File: config.mk
export PLATFORM = sky130hd
export DESIGN_NAME = fixed_point_squarer
export DESIGN_NICKNAME = d
export VERILOG_FILES = /design/src/rtl/fixed_point_squarer.sv
export SDC_FILE = /design/constraint.sdc
export NUM_CORES = 1
export LEC_CHECK = 0
export CAP_MARGIN = 20
export CORE_MARGIN = 4
export CORE_UTILIZATION = 45
export DETAILED_ROUTE_END_ITERATION = 16
export HOLD_SLACK_MARGIN = 0.15
export PLACE_DENSITY = 0.71
export SYNTH_ARGS = -nofsm -noshare
export SYNTH_HDL_FRONTEND = slang
export SYNTH_SLANG_ARGS = --single-unit
File: constraint.sdc
create_clock -name clk -period 6.3 [get_ports clk]
set_clock_uncertainty 0.15 [all_clocks]
set_input_delay 0.945 -clock clk [delete_from_list [all_inputs] [get_ports clk]]
set_output_delay 0.945 -clock clk [all_outputs]
set_load 0.01 [all_outputs]
File: src/rtl/fixed_point_squarer.sv
// Unsigned 8.8 fixed-point squarer: sequential shift-add multiply, one multiplier
// bit per clock, with a saturated 8-bit integer part for round-trip checks against sqrt.
module fixed_point_squarer #(
    parameter int WIDTH = 16,
    parameter int FRAC  = 8
) (
    input  logic                 clk,
    input  logic                 rst,
    input  logic [WIDTH-1:0]     in_data,
    input  logic                 in_valid,
    output logic                 in_ready,
    output logic [2*WIDTH-1:0]   out_sq,
    output logic [7:0]           out_int,
    output logic                 out_ovf,
    output logic                 out_valid,
    input  logic                 out_ready,
    output logic [1:0]           dbg_state
);
    // Handshake: a transfer happens on a rising edge where valid && ready are both high;
    // a producer holds valid and its data stable until that edge.
    localparam int CW = $clog2(WIDTH);

    typedef enum logic [1:0] {
        S_IDLE = 2'd0,
        S_BUSY = 2'd1,
        S_DONE = 2'd2
    } state_t;

    state_t               r_state;
    state_t               w_next_state;
    logic [WIDTH-1:0]     r_mcand;
    logic [WIDTH-1:0]     r_mplier;
    logic [2*WIDTH-1:0]   r_acc;
    logic [CW-1:0]        r_count;
    logic [2*WIDTH-1:0]   r_sq;
    logic [7:0]           r_int;
    logic                 r_ovf;

    logic [2*WIDTH-1:0]   w_addend;
    logic [2*WIDTH-1:0]   w_sum;
    logic                 w_last;
    logic                 w_accept;
    logic                 w_ovf;
    logic [7:0]           w_int;

    assign w_addend = r_mplier[r_count] ? ({{WIDTH{1'b0}}, r_mcand} << r_count) : '0;
    assign w_sum    = r_acc + w_addend;
    assign w_last   = (r_count == CW'(WIDTH - 1));
    assign w_accept = in_valid && (r_state == S_IDLE);

    // Anything at or above 2^8 in the integer part saturates the 8-bit view.
    assign w_ovf = |w_sum[2*WIDTH-1:2*FRAC+8];
    assign w_int = w_ovf ? 8'hFF : w_sum[2*FRAC+7:2*FRAC];

    always_comb begin
        w_next_state = r_state;
        in_ready     = 1'b0;
        out_valid    = 1'b0;
        case (r_state)
            S_IDLE: begin
                in_ready = 1'b1;
                if (in_valid) w_next_state = S_BUSY;
            end
            S_BUSY: begin
                if (w_last) w_next_state = S_DONE;
            end
            S_DONE: begin
                out_valid = 1'b1;
                if (out_ready) w_next_state = S_IDLE;
            end
            default: w_next_state = S_IDLE;
        endcase
    end

    always_ff @(posedge clk or posedge rst) begin
        if (rst) r_state <= S_IDLE;
        else     r_state <= w_next_state;
    end

    always_ff @(posedge clk or posedge rst) begin
        if (rst) begin
            r_mcand  <= '0;
            r_mplier <= '0;
            r_acc    <= '0;
            r_count  <= '0;
            r_sq     <= '0;
            r_int    <= '0;
            r_ovf    <= 1'b0;
        end else if (w_accept) begin
            r_mcand  <= in_data;
            r_mplier <= in_data;
            r_acc    <= '0;
            r_count  <= '0;
        end else if (r_state == S_BUSY) begin
            r_acc   <= w_sum;
            r_count <= r_count + 1'b1;
            if (w_last) begin
                r_sq  <= w_sum;
                r_int <= w_int;
                r_ovf <= w_ovf;
            end
        end
    end

    assign out_sq    = r_sq;
    assign out_int   = r_int;
    assign out_ovf   = r_ovf;
    assign dbg_state = r_state;

endmodule

== After elaboration in Yosys (flattened, before gate mapping) ==
Cells that the tools add are included.
W data, S select, Z words.

* Flip-flop bits (word level): 95
* Input port bits: 20
* Output and inout port bits: 45
* Word-level logic and storage cells: 38

* Add/subtract/negate cells: 2
* $lt $le $gt $ge: 1
* Equality and inequality tests: 6
* Shift-type cells: 1
* Multiplexer cells: 14
* Bitwise gates (word level): 1
* Reductions and logical operators: 6

{| class="wikitable"
|+ Operators with widths
! kind !! count
|-
| $mux W32 || 3
|-
| $add A32 B32 Y32 || 1
|-
| $shl A16 B4 Y32 || 1
|-
| $mux W4 || 2
|-
| $mux W8 || 1
|-
| $reduce_or A8 Y1 || 1
|-
| $mux W2 || 3
|-
| $ne A2 B2 Y1 const B || 3
|-
| $pmux W2 S3 || 1
|-
| $reduce_and A3 Y1 || 2
|-
| $lt A4 B5 Y1 const B || 1
|-
| $add A4 B1 Y4 const B || 1
|-
| $bmux W1 S4 || 1
|-
| $eq A4 B4 Y1 const B || 1
|-
| $mux W1 || 3
|-
| $eq A2 B1 Y1 const B || 1
|-
| $eq A2 B2 Y1 const B || 1
|-
| $logic_not A2 Y1 || 1
|-
| $reduce_bool A2 Y1 || 1
|-
| $logic_and A1 B1 Y1 || 1
|-
| $not A1 Y1 || 1
|}

== Logic depth before layout (Yosys ltp) ==
* Depth in word-level cells: 6
* Depth in mapped cells: 20
* Gate-level depth less buffers: 17

== Least setup slack after synthesis ==
OpenSTA, ideal clock, no wires.

* Path type: register -> register
* From: register r_count[1]
* To: register r_int[0] (netlist: out_int[0])
* Library setup time: 0.153 ns
* Data arrival time: 4.523 ns
* Required time: 5.997 ns
* Slack: 1.475 ns
* Cell stages (with the launch flop): 18
* Buffers on the path: 3
* Clock period less this slack: 4.825 ns
* Cell sequence: dfrtp_1 -> buf_1 -> mux4_2 -> mux2_2 -> nand2_1 -> and2_1 -> clkbuf_1 -> clkbuf_1 -> a211oi_1 -> ha_1 -> a21oi_2 -> o21ai_0 -> o21ai_0 -> o311ai_2 -> o22a_4 -> or4_4 -> a311oi_4 -> a41oi_1

* Longest elaborated chain between the ends: 6
* Elaborated cells on any way between the ends: 9
* Classes of those cells: 1 x add/sub; 1 x eq/ne; 1 x shift; 4 x mux; 2 x reduce/logical

{| class="wikitable"
|+ RTL lines
! element !! line !! source
|-
| from (decl) || 34 || <nowiki>logic [CW-1:0] r_count;</nowiki>
|-
| from (signal assigned) || 96 || <nowiki>r_count <= r_count + 1'b1;</nowiki>
|-
| $bmux W1 S4 || 46 || <nowiki>assign w_addend = r_mplier[r_count] ? ({{WIDTH{1'b0}}, r_mcand} << r_count) : '0;</nowiki>
|-
| $mux W1 (not written as such) || 46 ||
|-
| $mux W32 || 46 ||
|-
| $add A32 B32 Y32 || 47 || <nowiki>assign w_sum = r_acc + w_addend;</nowiki>
|-
| $reduce_or A8 Y1 || 52 || <nowiki>assign w_ovf = |w_sum[2*WIDTH-1:2*FRAC+8];</nowiki>
|-
| $mux W8 || 53 || <nowiki>assign w_int = w_ovf ? 8'hFF : w_sum[2*FRAC+7:2*FRAC];</nowiki>
|-
| to (signal assigned) || 99 || <nowiki>r_int <= w_int;</nowiki>
|-
| to (decl) || 36 || <nowiki>logic [7:0] r_int;</nowiki>
|}

Several ways; a longest one is shown, not always the timed one. The select of a mux whose other input is x is not followed.
A chain may end at the register's enable or synchronous reset.

== Worst setup path in the final report ==
* From: register r_count[0]
* To: register r_int[2] (netlist: out_int[2])

The elaborated chain is that of the path after synthesis.

==> results.toml <==
[run_status]
status = "finished, final reports clean"

[synthesis]
yosys-top-cells-area = "dfrtp_1, nand2_1, ha_1"
synth_enable_flop_cells = 0
syn_area_per_cell_um2 = 8.78
ys_seq_area_frac = 0.372
synth-main-ff-cell = "dfrtp_1"
synth_top_cell_by_area = "dfrtp_1"
synth_cells = 728
synthDistinctLibCells = 63
synth_nets = 781
synthArstFlopShare = 1.00
ys_ff_latch = 95
synth_top_area_frac = 0.372
synth-warning-count = 0
syn-cell-area_mm2 = 0.00639

[detailed_routing]
viasPerCell = 5.81
dr.pass1.iters = 6
initialDrtViolationCount = 409
vias = 5541
final_antenna_net_count = 0
routed_wl_um = 16800
drc = 0
wire_per_inst_um = 17.6

[cells_and_area]
nets = 822
final_common_cell = "nand2_1"
area_growth_pct = 16.8
n_antenna_cell = 0
final_cell_mix = "nand2_1, dfrtp_1, nor2_1"
drive_gt1_frac = 0.101
nFillCells = 1300

[min_path]
worstHoldPathType = "register to register"

[worst_setup_path]
crit_buf_inv = 0
critical_path_class = "register to register"
cp_cell_sequence = "mux4_2, mux2_2, nand2_1, and2_1, a211oi_1, ha_1, nand4_1, a211oi_2, a21oi_1, o41ai_2, a211oi_1, xor2_1, and4_1, a41oi_1"
max_stage_delay_ps = 850
crit_family = "compound AO/OA/AOI/OAI gates"
critPathCaptureType = "register"
cpMostUsedCell = "a211oi_1"
arrival_ps = 5720
critPathLaunchType = "register"
slowest_stage = "dfrtp_1"
path_max_fanout = 23
required_ps = 6340

[timing]
setup_tns_ps = 0
worstMarginPinSlew_ps = 880
period_share = 0.901
rsz0062_at_grt = "no"
report.final.slew_viol_count = 0
fin_crit_ps = 5680
setup_viol = 0
max-slew-margin-rel = 0.414
hold_viol = 0
fmax_ghz = 0.176

[die]
rows = 43
die_w_um = 127
ios = 65
die_h_um = 127
die_area_mm2 = 0.0162
initial_core_util = 0.461
core-area_mm2 = 0.0139

[global_routing]
grt_usage = 0.213
globalRoute.totalOverflow = 0
grt_max_degree = 55
antenna_found_initial = 0
grt_pass1_wl_um = 28000
grt_pass1_vias = 5489

[cts]
cts_hold_buf = 0
cts_tree = "yes"
clock-sinks = 95
clk_latency_ps = 350
htreeDepth = 3
root_buffer = "clkbuf_16"
clk_path_buf_depth = 2
ctsResizeCount = 0
path_clk_slew_ps = 70
cts_setup_buffers = 0
cts_buffers = 9

[place]
gp_congestion = 0.880
portBuffers = 64
hpwl_um = 12600

[run]
drv_cap = 0
## synthesized netlist by cell type, drive strengths merged, types with 2 or more instances
library cell	number
o22ai	19
nor2b	7
a211o	3
a21o	9
a22o	7
a211oi	19
a311oi	2
nor3	7
mux2	30
nand4	8
a21oi	53
xor2	9
a31oi	7
inv	14
and4	3
ha	32
a21boi	5
and3	2
nand2	110
a41oi	6
o22a	2
nand2b	3
buf	10
o31ai	3
mux4	4
a2111oi	2
and2	7
o211ai	5
clkbuf	34
o21bai	6
o21ai	58
nor2	78
nand3	7
dfrtp	95
xnor2	19
mux2i	21
or2	3
o21a	3
## path summary, 6_finish.rpt
path / cells past startpoint / startpoint / end / slack (ps)
max in group asynchronous: 3 / rst / r_mplier[12]$_DFFE_PP0P_ / 3990
hold / removal: 2 / out_sq[8]$_DFFE_PP0P_ / out_sq[8]$_DFFE_PP0P_ / 330
hold reg to reg: 2 / out_sq[8]$_DFFE_PP0P_ / out_sq[8]$_DFFE_PP0P_ / 330
setup reg to reg: 14 / r_count[0]$_DFFE_PP0P_ / out_int[2]$_DFFE_PP0P_ / 620
min in group asynchronous: 2 / rst / out_sq[20]$_DFFE_PP0P_ / 900
setup / recovery: 14 / r_count[0]$_DFFE_PP0P_ / out_int[2]$_DFFE_PP0P_ / 620
## area by class of cell
cell class | instances | area [um^2] | area share
Multi-Input combinational cell | 574 | 3770 | 0.505
Clock buffer | 9 | 225 | 0.0301
Inverter | 14 | 53.8 | 0.00720
Sequential cell | 95 | 2380 | 0.318
Timing Repair Buffer | 75 | 727 | 0.0973
Clock inverter | 7 | 87.6 | 0.0117
Tap cell | 180 | 225 | 0.0301
## metrics by stage
stage	hold slack, ps	instances	cell area, um^2	setup slack, ps	util
detailed placement	318	938	7160	660	0.516
global route	352	954	7470	221	0.538
floorplan	302	728	6390	1470	-
CTS	334	954	7470	652	0.538
global placement	307	937	7150	898	0.515
finish	325	954	7470	624	0.538
## routing by layer
metal,GRT usage,share of wire,up-vias
met1,0.298,0.47,2655
met3,0.0251,0.036,38
met2,0.336,0.46,141
li1,-,-,2707
met5,0,0,-
met4,0.0883,0.031,0
## registers in the layout, summed over array words and instances (netlist names)
signal	count
dbg_state	2
out_int	8
out_ovf	1
out_sq	32
r_acc	32
r_count	4
r_mplier	16
## tightest hold or removal path, delay by kind of cell (launching register included)
family / cells / cell delay, ps
AND/OR/NAND/NOR: 2 / 100
flip-flops: 1 / 340
## cells by family after synthesis
kind of cell,Yosys count,synth area share
muxes,55,0.0998
buffers and inverters,59,0.0382
xor gates and xnor gates,28,0.0384
and+or+nand+nor,242,0.165
adders and majority gates,33,0.0658
DFF,95,0.372
AOI/OAI and AO/OA,216,0.221
Power is not shown: default switching activity piles up to over one toggle a cycle in this logic, so the estimate is an artifact.
